File: src/rtl/run_tracker_pkg.sv
// run_tracker shared types and constants.
// State encodings and parameter legality helper.
package run_tracker_pkg;

  typedef logic [1:0] state_t;

  localparam state_t S_IDLE = 2'd0;
  localparam state_t S_RUN  = 2'd1;
  localparam state_t S_LAST = 2'd2;
  localparam state_t S_TMO  = 2'd3;

  // Recovery target for any unexpected state value.
  localparam state_t S_DFLT = S_IDLE;

  function automatic bit params_ok(
    input int min_run,
    input int max_run,
    input int cnt_w
  );
    longint lim;
    lim = (longint'(1) << cnt_w) - 1;
    return (cnt_w >= 1) && (min_run >= 1) &&
           (max_run >= min_run) &&
           (longint'(max_run) <= lim);
  endfunction

endpackage

File: src/rtl/run_tracker_chan.sv
// run_tracker single channel.
// FSM, run counter and output registers.
module run_tracker_chan
  import run_tracker_pkg::*;
#(
  parameter int CNT_W   = 8,
  parameter int MIN_RUN = 2,
  parameter int MAX_RUN = 10
) (
  input  logic             clk,
  input  logic             rst,
  input  logic             en,
  input  logic             din,
  output logic             run_o,
  output logic             fall_o,
  output logic             short_o,
  output logic             tmo_o,
  output logic [CNT_W-1:0] len_o
);

  if (!params_ok(MIN_RUN, MAX_RUN, CNT_W)) begin : g_bad
    $error("run_tracker_chan: illegal MIN_RUN/MAX_RUN");
  end

  localparam logic [CNT_W-1:0] MIN_C = CNT_W'(MIN_RUN);
  localparam logic [CNT_W-1:0] MAX_C = CNT_W'(MAX_RUN);
  localparam logic [CNT_W-1:0] ONE_C = CNT_W'(1);

  state_t           state;
  state_t           state_nx;
  logic [CNT_W-1:0] cnt;
  logic [CNT_W-1:0] cnt_nx;

  // Next state and run length.
  always_comb begin
    state_nx = state;
    cnt_nx   = cnt;
    case (state)
      S_IDLE: begin
        if (din) begin
          state_nx = S_RUN;
          cnt_nx   = ONE_C;
        end
      end
      S_RUN: begin
        if (!din)
          state_nx = S_LAST;
        else if (cnt == MAX_C)
          state_nx = S_TMO;
        else
          cnt_nx = cnt + ONE_C;
      end
      S_LAST: begin
        state_nx = S_IDLE;
        cnt_nx   = '0;
      end
      S_TMO: begin
        if (!din) begin
          state_nx = S_IDLE;
          cnt_nx   = '0;
        end
      end
      default: begin
        state_nx = S_DFLT;
        cnt_nx   = '0;
      end
    endcase
  end

  // State and outputs; flags come from the current state.
  always_ff @(posedge clk) begin
    if (rst) begin
      state   <= S_IDLE;
      cnt     <= '0;
      run_o   <= 1'b0;
      fall_o  <= 1'b0;
      short_o <= 1'b0;
      tmo_o   <= 1'b0;
      len_o   <= '0;
    end else if (!en) begin
      state   <= S_IDLE;
      cnt     <= '0;
      run_o   <= 1'b0;
      fall_o  <= 1'b0;
      short_o <= 1'b0;
      tmo_o   <= 1'b0;
    end else begin
      state   <= state_nx;
      cnt     <= cnt_nx;
      run_o   <= (state == S_RUN);
      fall_o  <= (state == S_LAST);
      short_o <= (state == S_LAST) && (cnt < MIN_C);
      tmo_o   <= (state == S_TMO);
      if (state == S_LAST)
        len_o <= cnt;
    end
  end

endmodule

File: src/rtl/run_tracker.sv
// run_tracker top.
// N independent run-detector channels.
module run_tracker
  import run_tracker_pkg::*;
#(
  parameter int N       = 4,
  parameter int CNT_W   = 8,
  parameter int MIN_RUN = 2,
  parameter int MAX_RUN = 10
) (
  input  logic               clk,
  input  logic               rst,
  input  logic               en,
  input  logic [N-1:0]       din,
  output logic [N-1:0]       run_o,
  output logic [N-1:0]       fall_o,
  output logic [N-1:0]       short_o,
  output logic [N-1:0]       tmo_o,
  output logic [N*CNT_W-1:0] len_o
);

  for (genvar i = 0; i < N; i++) begin : g_ch
    run_tracker_chan #(
      .CNT_W  (CNT_W),
      .MIN_RUN(MIN_RUN),
      .MAX_RUN(MAX_RUN)
    ) u_chan (
      .clk    (clk),
      .rst    (rst),
      .en     (en),
      .din    (din[i]),
      .run_o  (run_o[i]),
      .fall_o (fall_o[i]),
      .short_o(short_o[i]),
      .tmo_o  (tmo_o[i]),
      .len_o  (len_o[i*CNT_W +: CNT_W])
    );
  end

endmodule

File: config.mk
export PLATFORM = sky130hd
export DESIGN_NAME = run_tracker
export DESIGN_NICKNAME = d
export VERILOG_FILES = /design/src/rtl/run_tracker_pkg.sv /design/src/rtl/run_tracker_chan.sv /design/src/rtl/run_tracker.sv
export SDC_FILE = /design/constraint.sdc
export NUM_CORES = 1
export LEC_CHECK = 0
export ABC_AREA = 1
export BUFFER_PORTS_ARGS = -buffer_cell sky130_fd_sc_hd__buf_2
export CAP_MARGIN = 20
export CORE_UTILIZATION = 36
export CTS_CLUSTER_SIZE = 14
export DETAILED_ROUTE_END_ITERATION = 16
export MAX_ROUTING_LAYER = met4
export SYNTH_ARGS = -nofsm -noshare
export SYNTH_HDL_FRONTEND = slang
export SYNTH_SLANG_ARGS = --single-unit
export TNS_END_PERCENT = 20
File: constraint.sdc
create_clock -name clk -period 3.2 [get_ports clk]
set_clock_uncertainty 0.05 [all_clocks]
set_input_delay 0.16 -clock clk [delete_from_list [all_inputs] [get_ports clk]]
set_output_delay 0.16 -clock clk [all_outputs]
set_load 0.03 [all_outputs]
==> results by group <==
Route
  – Starting DRT DRC Count: 164
  – DRT Pass-1 Iters: 5
  – Routed WL per cell: about 12 um
  – Routed Antenna Nets: 0
  – DR vias: between 3k and 4k
  – Vias/cell: 4.83
  – DRT Wirelength: 9.16 mm
  – # DRC: 0

Pwr
  – Clock power share: 48.8%
  – Switching power total: around 0.00051 W
  – Part of the power in registers: between 40 and 50%
  – Final Power: 0.00235 W
  – Logic gate share of total power: 3.9%
  – Sw Share: 21.9%
  – P_int: 0.00183 W
  – Pwr dens: roughly 500 nW/um2
  – Max IR drop VDD: between 0.2 and 0.3 mV
  – LEAKAGE: 1.92 nW

Clocking
  – Hold buffers post-CTS: 0
  – Post-CTS sizing: 0
  – CTS tree: done
  – Post-CTS Setup Inserts: 0
  – CTS buffer count: 9
  – CTS root buf: clkbuf_16
  – CTS sink cnt: 88
  – CTS HTree Levels: 3
  – Clock-pin slew on the worst setup and hold paths: 0.06 ns
  – Clock buffer depth: 2
  – Later-pin clock latency in the skew report: 0.33 ns

Logic synthesis
  – Synth Area in Simple Gates: 33.9%
  – XOR/XNOR Fraction of Synth Area: less than 1%
  – Synth Area in Compound Gates: 11.2%
  – Adder-cell share of the synthesized area: 2.39%
  – Cell Area, Synth: 4180 um2
  – Post-Synthesis Cells: 562
  – Mux share of post-synthesis cell area: 0%
  – Syn_nets: 577
  – Synth unique cells: 35
  – Yosys warning count: 0
  – Post-synth EDFFs: 0
  – Asr flop ratio synth: 0%
  – Combinational family with the most area after synthesis: simple AND/OR/NAND/NOR gates
  – Top_reg_cell synth: dfxtp_1
  – Sequential share of the synthesized area: 42.1%
  – Post-synthesis register bit count: between 80 and 90
  – Synth Area per Inst: 7.44 um2

STA
  – Tcrit/Tclk final: 49.1%
  – Worst slew pin tran: 0.644 ns
  – Max_slew headroom: 57.0%
  – Final hold vios: 0
  – Max Slew Vio Count: 0
  – Final setup TNS: 0 ns
  – Max frequency: 636 MHz
  – Setup violators final: 0
  – Fin Hold WS: 0.0317 ns
  – Unrepaired setup endpoints after global routing: no
  – Final Critical Period: 1.57 ns

Worst setup path
  – Worst setup SP type: flop
  – Slowest stage delay, CP: around 0.43 ns
  – Worst EP required: 3.41 ns
  – Crit path max-delay family: simple AND/OR/NAND/NOR gates
  – R2r startpoint: g_ch[2].u_chan.cnt[0]$_SDFFE_PP0P_
  – Setup slack, reg-to-reg: ~1.6 ns
  – Cells along the critical path: inv_1, ha_1, nand3_1, nor2_2, nand2_2, nand2_2, nor2_4, nand2_1, a21oi_2
  – Worst Setup EP: g_ch[2].u_chan.cnt[7]$_SDFFE_PP0P_
  – WP buf/inv: 1
  – Stages on worst setup path: 9
  – Critical path's slowest cell: dfxtp_1
  – CP dominant cell by count: nand2_2
  – Crit path capture type: flop
  – Crit. Startpoint: g_ch[2].u_chan.cnt[0]$_SDFFE_PP0P_
  – Worst Reg-to-Reg Cells: 9
  – Setup CP Type: reg2reg
  – Critical Path Fanout Max: 7
  – Reg2reg end: g_ch[2].u_chan.cnt[7]$_SDFFE_PP0P_
  – Arrival time at the worst endpoint: 1.78 ns

Global routing
  – Total global-route track usage: between 10% and 20%
  – Initial antenna violation count: 0
  – Global-route wire length before repair: 15.2 mm
  – Vias in the first global route: 3272
  – Grt total ovfl: 0
  – Largest net degree at the start of global routing: 32

Placement
  – Hpwl dp: roughly 6.5 mm
  – IO buf count: between 50 and 60
  – Placer Congestion: 0.899

Layout
  – Layout Nets: between 600 and 700
  – Commonest non-fill, non-tap cell in the layout: nand2_1
  – # diodes: 0
  – Most frequent cells in the layout: 140 x nand2_1, 88 x dfxtp_1, 57 x nor2_1
  – Fillers: 1185
  – Share of post-route cells with drive strength above 1: 21.1%
  – Synth-to-Final Area Change: 13.7%

Outcome
  – Status: finished clean

Floorplanning
  – Initial core utilization: 36.8%
  – Die area: about 12000 um2
  – Ports: 55
  – Core ar.: 11400 um2
  – Die W: 110 um
  – Die Ht: 110 um
  – Row Count: 39

Hold path
  – Hold Path Class: in2reg

Run
  – Max-Cap Viols: 0
[how the worst min path moves through the flow]
stage,slack (ns),cells past startpoint,from,end
after floorplan,0.19,1,rst,g_ch[1].u_chan.fall_o$_SDFF_PP0_
after global placement,0.37,2,din[1],g_ch[1].u_chan.state[1]$_SDFFE_PP0P_
after detailed placement,0.38,3,din[1],g_ch[1].u_chan.state[0]$_SDFFE_PP0P_
after CTS,0.02,2,din[1],g_ch[1].u_chan.state[1]$_SDFFE_PP0P_
after global routing,0.03,2,din[2],g_ch[2].u_chan.state[1]$_SDFFE_PP0P_
final,0.03,2,din[2],g_ch[2].u_chan.state[1]$_SDFFE_PP0P_
[final cells by class]
| type | instances | area [um2] | share of cell area (%) |
|---|---|---|---|
| multi-input cells | 393 | 2020 | 42.6 |
| flip-flops and latches | 88 | 1760 | 37.0 |
| repair buffers | 55 | 278 | 5.84 |
| clock buffers | 10 | 239 | 5.02 |
| inverters | 49 | 184 | 3.87 |
| well taps | 143 | 179 | 3.76 |
| clock inverters | 6 | 90.1 | 1.89 |
[cell usage after synthesis (all sizes together), types with 4 or more instances]
cell type	n	area [um2]
nand2	155	639
nor3b	6	45.0
dfxtp	88	1760
inv	49	184
buf	30	206
o21bai	4	30.0
nand3	52	273
a21oi	50	280
nor3	5	30.0
nor2	75	362
o21ai	23	119
ha	8	100
[metrics by stage]
step	util (%)	std cells	area [um2]	worst slack [ns]
floorplan	-	562	4180	1.87
global placement	38.9	728	4430	1.52
global route	41.8	744	4760	1.45
detailed placement	38.9	728	4430	1.48
CTS	41.8	744	4760	1.62
finish	41.8	744	4760	1.63
[power groups by stage]
stage	registers [W]	logic, W	clock network (W)
6_report	0.00111	0.0000909	0.00114
4_1_cts	0.00111	0.0000919	0.00117
5_1_grt	0.00111	0.000102	0.00122
2_1_floorplan	0.00114	0.0000682	0
3_5_place_dp	0.00114	0.0000913	0
3_3_place_gp	0.00114	0.0000898	0
[registers in the layout (all words and copies together), names as in the netlist]
name,count
g_ch.u_chan.cnt,32
g_ch.u_chan.len_o,32
g_ch.u_chan.state,8
g_ch.u_chan.fall_o,4
g_ch.u_chan.run_o,4
g_ch.u_chan.short_o,4
g_ch.u_chan.tmo_o,4
[cell families after synthesis]
family,Yosys count
simple gates,299
flops,88
compound gates,82
buf+inv,81
fa+ha+maj,8
xor+xnor,4
[layer usage]
metal / routed length (um) / part of all wire (%) / up-vias / GRT usage [%]
met2: 4200 / 46 / 69 / 25.9
li1: - / - / 1863 / -
met3: 361 / 3.9 / 6 / 3.38
met5: 0 / 0 / - / -
met1: 4500 / 49 / 1654 / 21.3
met4: 103 / 1.1 / 0 / 6.10
Power figures use the tool's default switching activity.
